File: config.mk
export PLATFORM = sky130hd
export DESIGN_NAME = rob_multi
export DESIGN_NICKNAME = d
export VERILOG_FILES = /design/src/rtl/rob_multi_pkg.sv /design/src/rtl/rob_commit_sel.sv /design/src/rtl/rob_multi.sv
export SDC_FILE = /design/constraint.sdc
export NUM_CORES = 2
export LEC_CHECK = 0
export ABC_AREA = 1
export BUFFER_PORTS_ARGS = -buffer_cell sky130_fd_sc_hd__buf_2
export CORE_MARGIN = 8
export CORE_UTILIZATION = 31
export DETAILED_ROUTE_END_ITERATION = 8
export GPL_ROUTABILITY_DRIVEN = 0
export PLACE_DENSITY = 0.45
export REMOVE_ABC_BUFFERS = 1
export SKIP_CTS_REPAIR_TIMING = 1
export SLEW_MARGIN = 10
export SYNTH_ARGS = -nofsm -noshare
export SYNTH_HDL_FRONTEND = slang
export SYNTH_SLANG_ARGS = --single-unit
File: constraint.sdc
create_clock -name clk -period 20 [get_ports clk]
set_clock_uncertainty 0.05 [all_clocks]
set_input_delay 6 -clock clk [delete_from_list [all_inputs] [get_ports clk]]
set_output_delay 6 -clock clk [all_outputs]
set_load 0.03 [all_outputs]
File: src/rtl/rob_multi_pkg.sv
// Shared encodings for the multi-commit reorder buffer: entry types and boolean constants.
package rob_multi_pkg;

  localparam logic [1:0] T_OTHER  = 2'd0;
  localparam logic [1:0] T_STORE  = 2'd1;
  localparam logic [1:0] T_BRANCH = 2'd2;
  localparam logic [1:0] T_JALR   = 2'd3;

  localparam logic TRUE  = 1'b1;
  localparam logic FALSE = 1'b0;

endpackage

File: src/rtl/rob_commit_sel.sv
// Combinational retire decision for the two commit slots, the commit-0 pulse and mispredict flush.
module rob_commit_sel
  import rob_multi_pkg::*;
#(
  parameter int unsigned IDX_W   = 4,
  parameter int unsigned COMMIT2 = 1
) (
  input  logic [IDX_W:0] count,
  input  logic           head_valid,
  input  logic           head_ready,
  input  logic [1:0]     head_type,
  input  logic           head_taken,
  input  logic           head_pred,
  input  logic           next_valid,
  input  logic           next_ready,
  input  logic [1:0]     next_type,
  output logic           commit0_c,
  output logic           commit1_c,
  output logic           cm0_pulse_c,
  output logic           flush_c,
  output logic [1:0]     ncommit_c
);

  always_comb begin
    commit0_c   = FALSE;
    commit1_c   = FALSE;
    cm0_pulse_c = FALSE;
    flush_c     = FALSE;
    if (count != '0 && head_valid && head_ready) begin
      commit0_c = TRUE;
      case (head_type)
        T_OTHER:  cm0_pulse_c = TRUE;
        T_JALR: begin
          cm0_pulse_c = TRUE;
          flush_c     = TRUE;
        end
        T_BRANCH: flush_c = (head_taken != head_pred);
        default:  cm0_pulse_c = FALSE;
      endcase
      // Control-flow entries never pair; only OTHER/STORE followed by OTHER retires two-wide.
      if (COMMIT2 != 0 && count >= (IDX_W+1)'(2) && next_valid && next_ready &&
          (head_type == T_OTHER || head_type == T_STORE) && next_type == T_OTHER)
        commit1_c = TRUE;
    end
  end

  assign ncommit_c = 2'(commit0_c) + 2'(commit1_c);

endmodule

File: src/rtl/rob_multi.sv
// Parametrised reorder buffer with per-entry valid bits, in-entry branch prediction and optional dual commit.
module rob_multi
  import rob_multi_pkg::*;
#(
  parameter int unsigned DEPTH   = 16,
  parameter int unsigned IDX_W   = 4,
  parameter int unsigned DATA_W  = 32,
  parameter int unsigned REG_W   = 5,
  parameter int unsigned COMMIT2 = 1
) (
  input  logic              clk,
  input  logic              rst,
  input  logic              rdy,
  input  logic              issue_valid,
  input  logic [1:0]        issue_type,
  input  logic [REG_W-1:0]  issue_dest,
  input  logic              issue_pred_taken,
  output logic              issue_ready,
  output logic [IDX_W-1:0]  issue_idx,
  input  logic [IDX_W-1:0]  rs1_idx,
  input  logic [IDX_W-1:0]  rs2_idx,
  output logic              rs1_ready,
  output logic              rs2_ready,
  output logic [DATA_W-1:0] rs1_data,
  output logic [DATA_W-1:0] rs2_data,
  input  logic              wb0_valid,
  input  logic [IDX_W-1:0]  wb0_idx,
  input  logic [DATA_W-1:0] wb0_data,
  input  logic              wb0_taken,
  input  logic [DATA_W-1:0] wb0_target,
  input  logic              wb1_valid,
  input  logic [IDX_W-1:0]  wb1_idx,
  input  logic [DATA_W-1:0] wb1_data,
  output logic              cdb0_valid,
  output logic [IDX_W-1:0]  cdb0_idx,
  output logic [DATA_W-1:0] cdb0_data,
  output logic              cdb1_valid,
  output logic [IDX_W-1:0]  cdb1_idx,
  output logic [DATA_W-1:0] cdb1_data,
  output logic              store_at_head,
  output logic              cm0_valid,
  output logic [REG_W-1:0]  cm0_reg,
  output logic [DATA_W-1:0] cm0_data,
  output logic [IDX_W-1:0]  cm0_idx,
  output logic              cm1_valid,
  output logic [REG_W-1:0]  cm1_reg,
  output logic [DATA_W-1:0] cm1_data,
  output logic [IDX_W-1:0]  cm1_idx,
  output logic              flush,
  output logic [DATA_W-1:0] flush_pc
);

  logic [IDX_W-1:0]  head_q, tail_q, head_nxt;
  logic [IDX_W:0]    count_q;
  logic [DEPTH-1:0]  valid_q, ready_q, pred_q, taken_q;
  logic [1:0]        type_q   [DEPTH];
  logic [REG_W-1:0]  dest_q   [DEPTH];
  logic [DATA_W-1:0] data_q   [DEPTH];
  logic [DATA_W-1:0] target_q [DEPTH];

  logic       issue_fire, wb0_hit, wb1_hit;
  logic       commit0_c, commit1_c, cm0_pulse_c, flush_c;
  logic [1:0] ncommit_c;

  assign head_nxt      = head_q + IDX_W'(1);
  assign issue_ready   = (count_q != (IDX_W+1)'(DEPTH));
  assign issue_idx     = tail_q;
  assign issue_fire    = issue_valid && issue_ready && !flush;
  assign store_at_head = valid_q[head_q] && (type_q[head_q] == T_STORE);

  // Writebacks to entries cleared by a flush (or colliding with one) are dropped.
  assign wb0_hit = wb0_valid && valid_q[wb0_idx] && !flush_c;
  assign wb1_hit = wb1_valid && valid_q[wb1_idx] && !flush_c;

  assign rs1_ready = ready_q[rs1_idx];
  assign rs2_ready = ready_q[rs2_idx];
  assign rs1_data  = data_q[rs1_idx];
  assign rs2_data  = data_q[rs2_idx];

  rob_commit_sel #(
    .IDX_W   (IDX_W),
    .COMMIT2 (COMMIT2)
  ) u_commit_sel (
    .count       (count_q),
    .head_valid  (valid_q[head_q]),
    .head_ready  (ready_q[head_q]),
    .head_type   (type_q[head_q]),
    .head_taken  (taken_q[head_q]),
    .head_pred   (pred_q[head_q]),
    .next_valid  (valid_q[head_nxt]),
    .next_ready  (ready_q[head_nxt]),
    .next_type   (type_q[head_nxt]),
    .commit0_c   (commit0_c),
    .commit1_c   (commit1_c),
    .cm0_pulse_c (cm0_pulse_c),
    .flush_c     (flush_c),
    .ncommit_c   (ncommit_c)
  );

  always_ff @(posedge clk) begin
    if (rst) begin
      head_q  <= '0;
      tail_q  <= '0;
      count_q <= '0;
      valid_q <= '0;
      ready_q <= '0;
      pred_q  <= '0;
      taken_q <= '0;
      for (int i = 0; i < int'(DEPTH); i++) begin
        type_q[i]   <= T_OTHER;
        dest_q[i]   <= '0;
        data_q[i]   <= '0;
        target_q[i] <= '0;
      end
      cdb0_valid <= FALSE;
      cdb0_idx   <= '0;
      cdb0_data  <= '0;
      cdb1_valid <= FALSE;
      cdb1_idx   <= '0;
      cdb1_data  <= '0;
      cm0_valid  <= FALSE;
      cm0_reg    <= '0;
      cm0_data   <= '0;
      cm0_idx    <= '0;
      cm1_valid  <= FALSE;
      cm1_reg    <= '0;
      cm1_data   <= '0;
      cm1_idx    <= '0;
      flush      <= FALSE;
      flush_pc   <= '0;
    end else if (rdy) begin
      cdb0_valid <= FALSE;
      cdb1_valid <= FALSE;
      cm0_valid  <= FALSE;
      cm1_valid  <= FALSE;
      flush      <= FALSE;

      if (wb0_hit) begin
        ready_q[wb0_idx] <= TRUE;
        case (type_q[wb0_idx])
          T_OTHER, T_JALR: begin
            data_q[wb0_idx] <= wb0_data;
            if (type_q[wb0_idx] == T_JALR) target_q[wb0_idx] <= wb0_target;
            cdb0_valid <= TRUE;
            cdb0_idx   <= wb0_idx;
            cdb0_data  <= wb0_data;
          end
          T_BRANCH: begin
            taken_q[wb0_idx]  <= wb0_taken;
            target_q[wb0_idx] <= wb0_target;
          end
          default: ;
        endcase
      end

      if (wb1_hit) begin
        ready_q[wb1_idx] <= TRUE;
        if (type_q[wb1_idx] == T_OTHER || type_q[wb1_idx] == T_JALR) begin
          data_q[wb1_idx] <= wb1_data;
          cdb1_valid <= TRUE;
          cdb1_idx   <= wb1_idx;
          cdb1_data  <= wb1_data;
        end
      end

      if (commit0_c) valid_q[head_q] <= FALSE;
      if (commit1_c) valid_q[head_nxt] <= FALSE;

      if (cm0_pulse_c) begin
        cm0_valid <= TRUE;
        cm0_reg   <= dest_q[head_q];
        cm0_data  <= data_q[head_q];
        cm0_idx   <= head_q;
      end
      if (commit1_c) begin
        cm1_valid <= TRUE;
        cm1_reg   <= dest_q[head_nxt];
        cm1_data  <= data_q[head_nxt];
        cm1_idx   <= head_nxt;
      end

      head_q <= head_q + IDX_W'(ncommit_c);

      // A flushing commit is always single-wide, so the new head is head+1.
      if (flush_c) begin
        valid_q  <= '0;
        tail_q   <= head_nxt;
        count_q  <= '0;
        flush    <= TRUE;
        flush_pc <= target_q[head_q];
      end else begin
        if (issue_fire) begin
          valid_q[tail_q] <= TRUE;
          ready_q[tail_q] <= FALSE;
          type_q[tail_q]  <= issue_type;
          dest_q[tail_q]  <= issue_dest;
          pred_q[tail_q]  <= issue_pred_taken;
          tail_q          <= tail_q + IDX_W'(1);
        end
        count_q <= count_q + (IDX_W+1)'(issue_fire) - (IDX_W+1)'(ncommit_c);
      end
    end
  end

endmodule
==> Word-level counts from Yosys, hierarchy flattened <==
Memories as Yosys holds them, arrays and structs flattened. A register that Yosys moved wholly into a read port is not among the register bits.
Cells that the tools add are included.
{ "totals": {"register_bits": 162, "ram_bits": 1136, "inputBits": 127, "word_cells": 210, "mem_count": 4} }
{ "mem_list": {"columns": ["memory", "words", "word_bits", "read_ports", "rd_ports_with_merged_regs", "wr", "line", "text"], "rows": [
  ["data_q", 16, 32, 4, 2, 16, "rob_multi.sv:58", "logic [DATA_W-1:0] data_q [DEPTH];"],
  ["target_q", 16, 32, 1, 1, 16, "rob_multi.sv:59", "logic [DATA_W-1:0] target_q [DEPTH];"],
  ["dest_q", 16, 5, 2, 2, 16, "rob_multi.sv:57", "logic [REG_W-1:0] dest_q [DEPTH];"],
  ["type_q", 16, 2, 4, 1, 16, "rob_multi.sv:56", "logic [1:0] type_q [DEPTH];"]
]} }
{ "classes": {"addsub": 6, "n_lt_le_gt_ge": 13, "n_eq_ne": 8, "mux": 107, "bitwise_logic": 11, "n_reduce_logical": 43} }
{ "op_table": {"columns": ["cell", "n"], "rows": [
  ["two-way mux 16 bit", 16],
  ["two-way mux 32 bit", 4],
  ["OR reduction 32 bit", 3],
  ["two-way mux 1 bit", 57],
  ["AND 16 bit", 3],
  ["NOT 16 bit", 3],
  ["OR 16 bit", 3],
  ["binary-select mux 1 bit (select 4 bit)", 10],
  ["two-way mux 4 bit", 9],
  ["< comparator 4 x 5 -> 1 bit (second input constant)", 7],
  ["bitwise mux 16 bit", 2],
  ["demux 1 bit (select 4 bit)", 5],
  ["greater-or-equal comparator 4 x 1 -> 1 bit (second input constant)", 5],
  ["logical AND 1 bit", 18],
  ["AND reduction 3 bit", 4],
  ["== test 2 bit (second input constant)", 5],
  ["two-way mux 5 bit", 2],
  ["adder 4 x 1 -> 4 bit (second input constant)", 2],
  ["zero test 2 bit", 4],
  ["AND reduction 2 bit", 4],
  ["OR reduction 2 bit", 3],
  ["adder 5 x 1 -> 5 bit", 1],
  ["greater-or-equal comparator 5 x 2 -> 1 bit (second input constant)", 1],
  ["inequality test 5 bit (second input constant)", 1],
  ["other kinds (14)", 16]
]} }

==> Longest topological paths before layout <==
{ "logic_depth": {"word_depth": 17, "depth_mapped": 31} }

==> By module <==
From an unflattened synthesis, not the netlist that was laid out.
{ "hier_totals": {"cells_unflattened": 10723, "hier_area_um2": 83159.8} }
{ "by_module_without_submodules": {"columns": ["mod", "instances", "cells_each", "area_each_um2", "seq_area_each_um2"], "rows": [
  ["rob_multi", 1, 10687, 82975.8, 39557.9],
  ["rob_commit_sel", 1, 36, 183.9, 0.0]
]} }

==> Worst setup path after synthesis <==
OpenSTA, ideal clock, no wires.
{ "synth_path": {"path_kind": "input to output", "start": "in rs1_idx[1]", "end": "out rs1_ready", "arrival_time_ns": 7.818, "t_required_ns": 13.950, "setup_slack_ns": 6.132, "path_stages": 7, "path_buffers": 3, "path_cell_list": "clkbuf_1 -> clkbuf_1 -> clkbuf_1 -> o21ai_0 -> a21oi_1 -> o22ai_1 -> o21ai_0"} }
{ "synth_between": {"elab_chain_cells": 2} }
{ "synth_lines": {"columns": ["item", "line", "text"], "rows": [
  ["start: declaration", "rob_multi.sv:20", "input logic [IDX_W-1:0] rs1_idx,"],
  ["binary-select mux 1 bit (select 4 bit)", "rob_multi.sv:75", "assign rs1_ready = ready_q[rs1_idx];"],
  ["two-way mux 1 bit (implied by the code)", "rob_multi.sv:75", null],
  ["end: declaration", "rob_multi.sv:22", "output logic rs1_ready,"]
]} }
Every way passes these cells. The select of a mux whose other input is x is not followed.

==> Final worst setup path <==
{ "layout_path": {"start": "in rs2_idx[0]", "end": "out rs2_data[14]"} }
{ "layout_between": {"elab_chain_cells": 1} }
{ "layout_lines": {"columns": ["item", "line", "text"], "rows": [
  ["start: declaration", "rob_multi.sv:21", "input logic [IDX_W-1:0] rs2_idx,"],
  ["memory read (16 x 32 bit)", null, null],
  ["end: declaration", "rob_multi.sv:25", "output logic [DATA_W-1:0] rs2_data,"]
]} }
Every way passes these cells.

==> impl_metrics.py <==
metrics = {
    "outcome": {
        "status": "finished, final reports clean",
    },
    "cts": {
        "root_buffer": "clkbuf_16",
        "insertion_delay_ns": 0.88,
        "cts_tree": "built",
        "cts_made_buffers": 183,
        "cts_sinks": 1408,
        "clk_pin_slew_ns": 0.06,
        "htree_levels": 4,
        "cts_buffer_depth": 4,
    },
    "synth": {
        "yosysTopAreaCell": "edfxtp_1",
        "synth_xor_area_share_pct": 0.03154,
        "synth_compound_gate_area_share_pct": 23.12,
        "syn_avg_cell_area_um2": 7.539,
        "netlist_area_um2": 83320,
        "synth.area.top_cells": "edfxtp_1 (41%), nand2_1 (10%), o21ai_0 (10%)",
        "netlist-cell-type-count": 45,
        "synth-main-ff-cell": "edfxtp_1",
        "yosysWarnings": 0,
        "synth_seq_cells": 1408,
        "synth_top_family_by_area": "compound AO/OA/AOI/OAI gates",
        "synth-async-reset-ratio_pct": 0,
        "muxShareOfSynthArea_pct": 0,
        "synth_adder_area_share_pct": 0.4235,
        "synth.top_cell.area_share_pct": 40.94,
        "syn_inst": 11052,
        "seq_area_frac_synth_pct": 47.48,
        "synth-simple-area-share_pct": 20.79,
        "synth_edf_count": 1136,
    },
    "global_routing": {
        "track_usage_pct": 27.07,
        "grt_pass1_wl_um": 570600,
        "antenna_found_initial": 23,
        "grt_max_degree": 274,
        "overflow": 0,
        "grt_pass1_vias": 76131,
    },
    "power_and_ir_drop": {
        "intPower_mw": 5.443,
        "power_switching_mw": 2.243,
        "p_leak_nw": 35.49,
        "max-vdd-ir-drop_v": 0.00005968,
        "p_comb_share_pct": 13.7,
        "pwr-share-seq_pct": 42.9,
        "swShare_pct": 29.18,
        "p_clk_share_pct": 43.4,
        "powerDensity_nw_per_um2": 82.27,
    },
    "setup_path": {
        "crit_arrival_ns": 9.40,
        "start_kind": "primary input",
        "worstSetupPathType": "in2out",
        "rr_startpoint": "head_q[0]",
        "cp_max_fo": 226,
        "cpPeakStageDelay_ns": 0.67,
        "end_kind": "output pin",
        "critPathLaunch": "rs2_idx[0]",
        "crit_path_frequent_cell": "o21ai_0",
        "crit_slowest_cell": "buf_4",
        "worstPathCellList": "buf_8 -> buf_12 -> buf_4 -> o21ai_0 -> a21oi_1 -> o221ai_1 -> o21ai_0 -> buf_2",
        "required_ns": 13.95,
    },
    "cells_and_area": {
        "reg_top3": "data_q x512, target_q x512, dest_q x80",
        "syn2layout_area_growth_pct": 12.13,
        "final_util_pct": 34.90,
        "design_area_um2": 93430,
        "drive_gt1_share_pct": 8.996,
        "final_nets": 10893,
    },
    "sta": {
        "tightest_slew_ns": 1.299,
        "relSlewSlack_pct": 13.42,
        "period_minus_slack_ns": 15.45,
        "setup_tns_ns": 0,
        "finalCritPeriodShare_pct": 77.25,
        "setup_viol": 0,
        "slew_violations": 0,
        "final-hold-violation-count": 0,
        "setup_ws_ns": 4.550,
        "rsz0062_at_grt": "false",
        "whs_ns": 0.3910,
        "max_clock_freq_mhz": 64.72,
    },
    "drt": {
        "antenna_left": 0,
        "wl_um": 406900,
        "vias": 83354,
        "drt_iter0_drc": 11910,
        "viasPerCell": 5.771,
        "drc": 0,
        "routedWlPerCell_um": 28.17,
        "firstDrtPassIters": 8,
    },
    "place": {
        "place_ws_ns": 4.781,
        "port_buffers": 389,
        "dp_hpwl_um": 230800,
        "placed_cell_area_um2": 87490,
    },
    "hold_path": {
        "hold_path.class": "reg2reg",
        "holdCritStartpoint": "cdb1_data[18]",
    },
    "die": {
        "die_width_um": 534.4,
        "rows": 190,
        "io-pin-count": 390,
        "die_area_um2": 285600,
        "start_util_pct": 31.13,
        "core_um2": 267700,
        "die_y_um": 534.4,
    },
    "job": {
        "max_cap_viol_count": 0,
    },
}
-- synthesized netlist by cell type (2+ instances only) --
library cell	instances
clkinv_1	3
inv_2	23
fa_1	2
a21oi_1	1437
o32ai_1	3
clkbuf_1	740
nor2_1	1260
nor4_1	26
dfxtp_1	272
nor3_1	528
a31oi_1	6
a22o_1	34
buf_4	38
nand3_1	141
inv_1	583
clkbuf_2	2
nand4_2	2
a2111oi_0	27
nor3_2	10
edfxtp_1	1136
nand2_1	2312
buf_6	7
a22oi_1	12
nand4_1	24
o221ai_1	116
nor2_2	9
o22ai_1	176
buf_2	210
ha_1	25
a221oi_1	38
buf_1	80
o211ai_1	49
o21ai_1	16
a21boi_0	3
xor2_1	3
o21ai_0	1688
and2_1	3
-- routing by layer --
| metal | global-route usage, % | up-vias | part of all wire, % |
|---|---|---|---|
| met1 | 37.83 | 40171 | 42 |
| li1 | - | 37419 | - |
| met3 | 5.265 | 902 | 10 |
| met4 | 11.56 | 2 | 4.9 |
| met2 | 40.74 | 4860 | 42 |
| met5 | 0 | - | 0.0022 |
-- placed cells by master (no fill, tap or decap), types with 22 or more instances in the layout --
cell / count
o22ai_1: 176
inv_1: 573
clkbuf_16: 191
a221oi_1: 38
dfxtp_1: 270
o21ai_0: 1656
nor3_1: 521
clkbuf_1: 47
o211ai_1: 49
clkinv_2: 38
a22o_1: 34
a21oi_1: 1437
o21ai_4: 32
o221ai_1: 116
ha_1: 23
nand2_1: 2310
nor2_4: 22
buf_2: 383
buf_4: 184
nor2_1: 1243
a2111oi_0: 23
clkbuf_8: 29
nand3_1: 139
nor4_1: 24
nand4_1: 24
inv_2: 27
edfxtp_1: 1136
-- final cells by class --
cell class / instances / area (um^2)
Fill cell: 28043 / 174300
Sequential cell: 1408 / 39570
Multi-Input combinational cell: 7957 / 37650
Clock buffer: 266 / 5341
Tap cell: 3552 / 4444
Timing Repair Buffer: 579 / 3505
Inverter: 610 / 2333
Clock inverter: 63 / 560.5
Antenna cell: 9 / 22.52
-- stage by stage --
stage	power, mW	cells
finish	7.686	14444
global route	7.922	14441
global placement	4.377	14106
CTS	7.714	14435
floorplan	3.937	9975
detailed placement	4.384	14106
-- logic make-up after synthesis --
| group | count (synthesis) |
|---|---|
| buffers and inverters | 1687 |
| adder cells (fa/ha/maj) | 27 |
| flip-flops | 1408 |
| AND/OR/NAND/NOR | 4320 |
| XOR/XNOR | 3 |
| AO/OA/AOI/OAI | 3607 |
-- critical path, delay by kind of cell --
family	cells	cell delay, ns
buffers and inverters	4	2.20
AOI/OAI and AO/OA	4	0.86
-- path summary, 6_finish.rpt --
kind	depth (start not counted)	slack, ns	endpoint
max	8	4.55	rs2_data[14]
min	2	0.39	cdb1_data[18]
max reg2reg	19	10.44	target_q[5][23]
min reg2reg	2	0.39	cdb1_data[18]
-- power by group through the flow --
stage                     logic (mW)  registers, mW  clock network (mW)
after CTS                       1.03           3.29                3.39
after global placement          1.02           3.35                   0
after global routing            1.13           3.30                3.49
after floorplan                0.565           3.37                   0
after detailed placement        1.03           3.36                   0
final                           1.06           3.30                3.33
(Power assumes the default switching activity.)
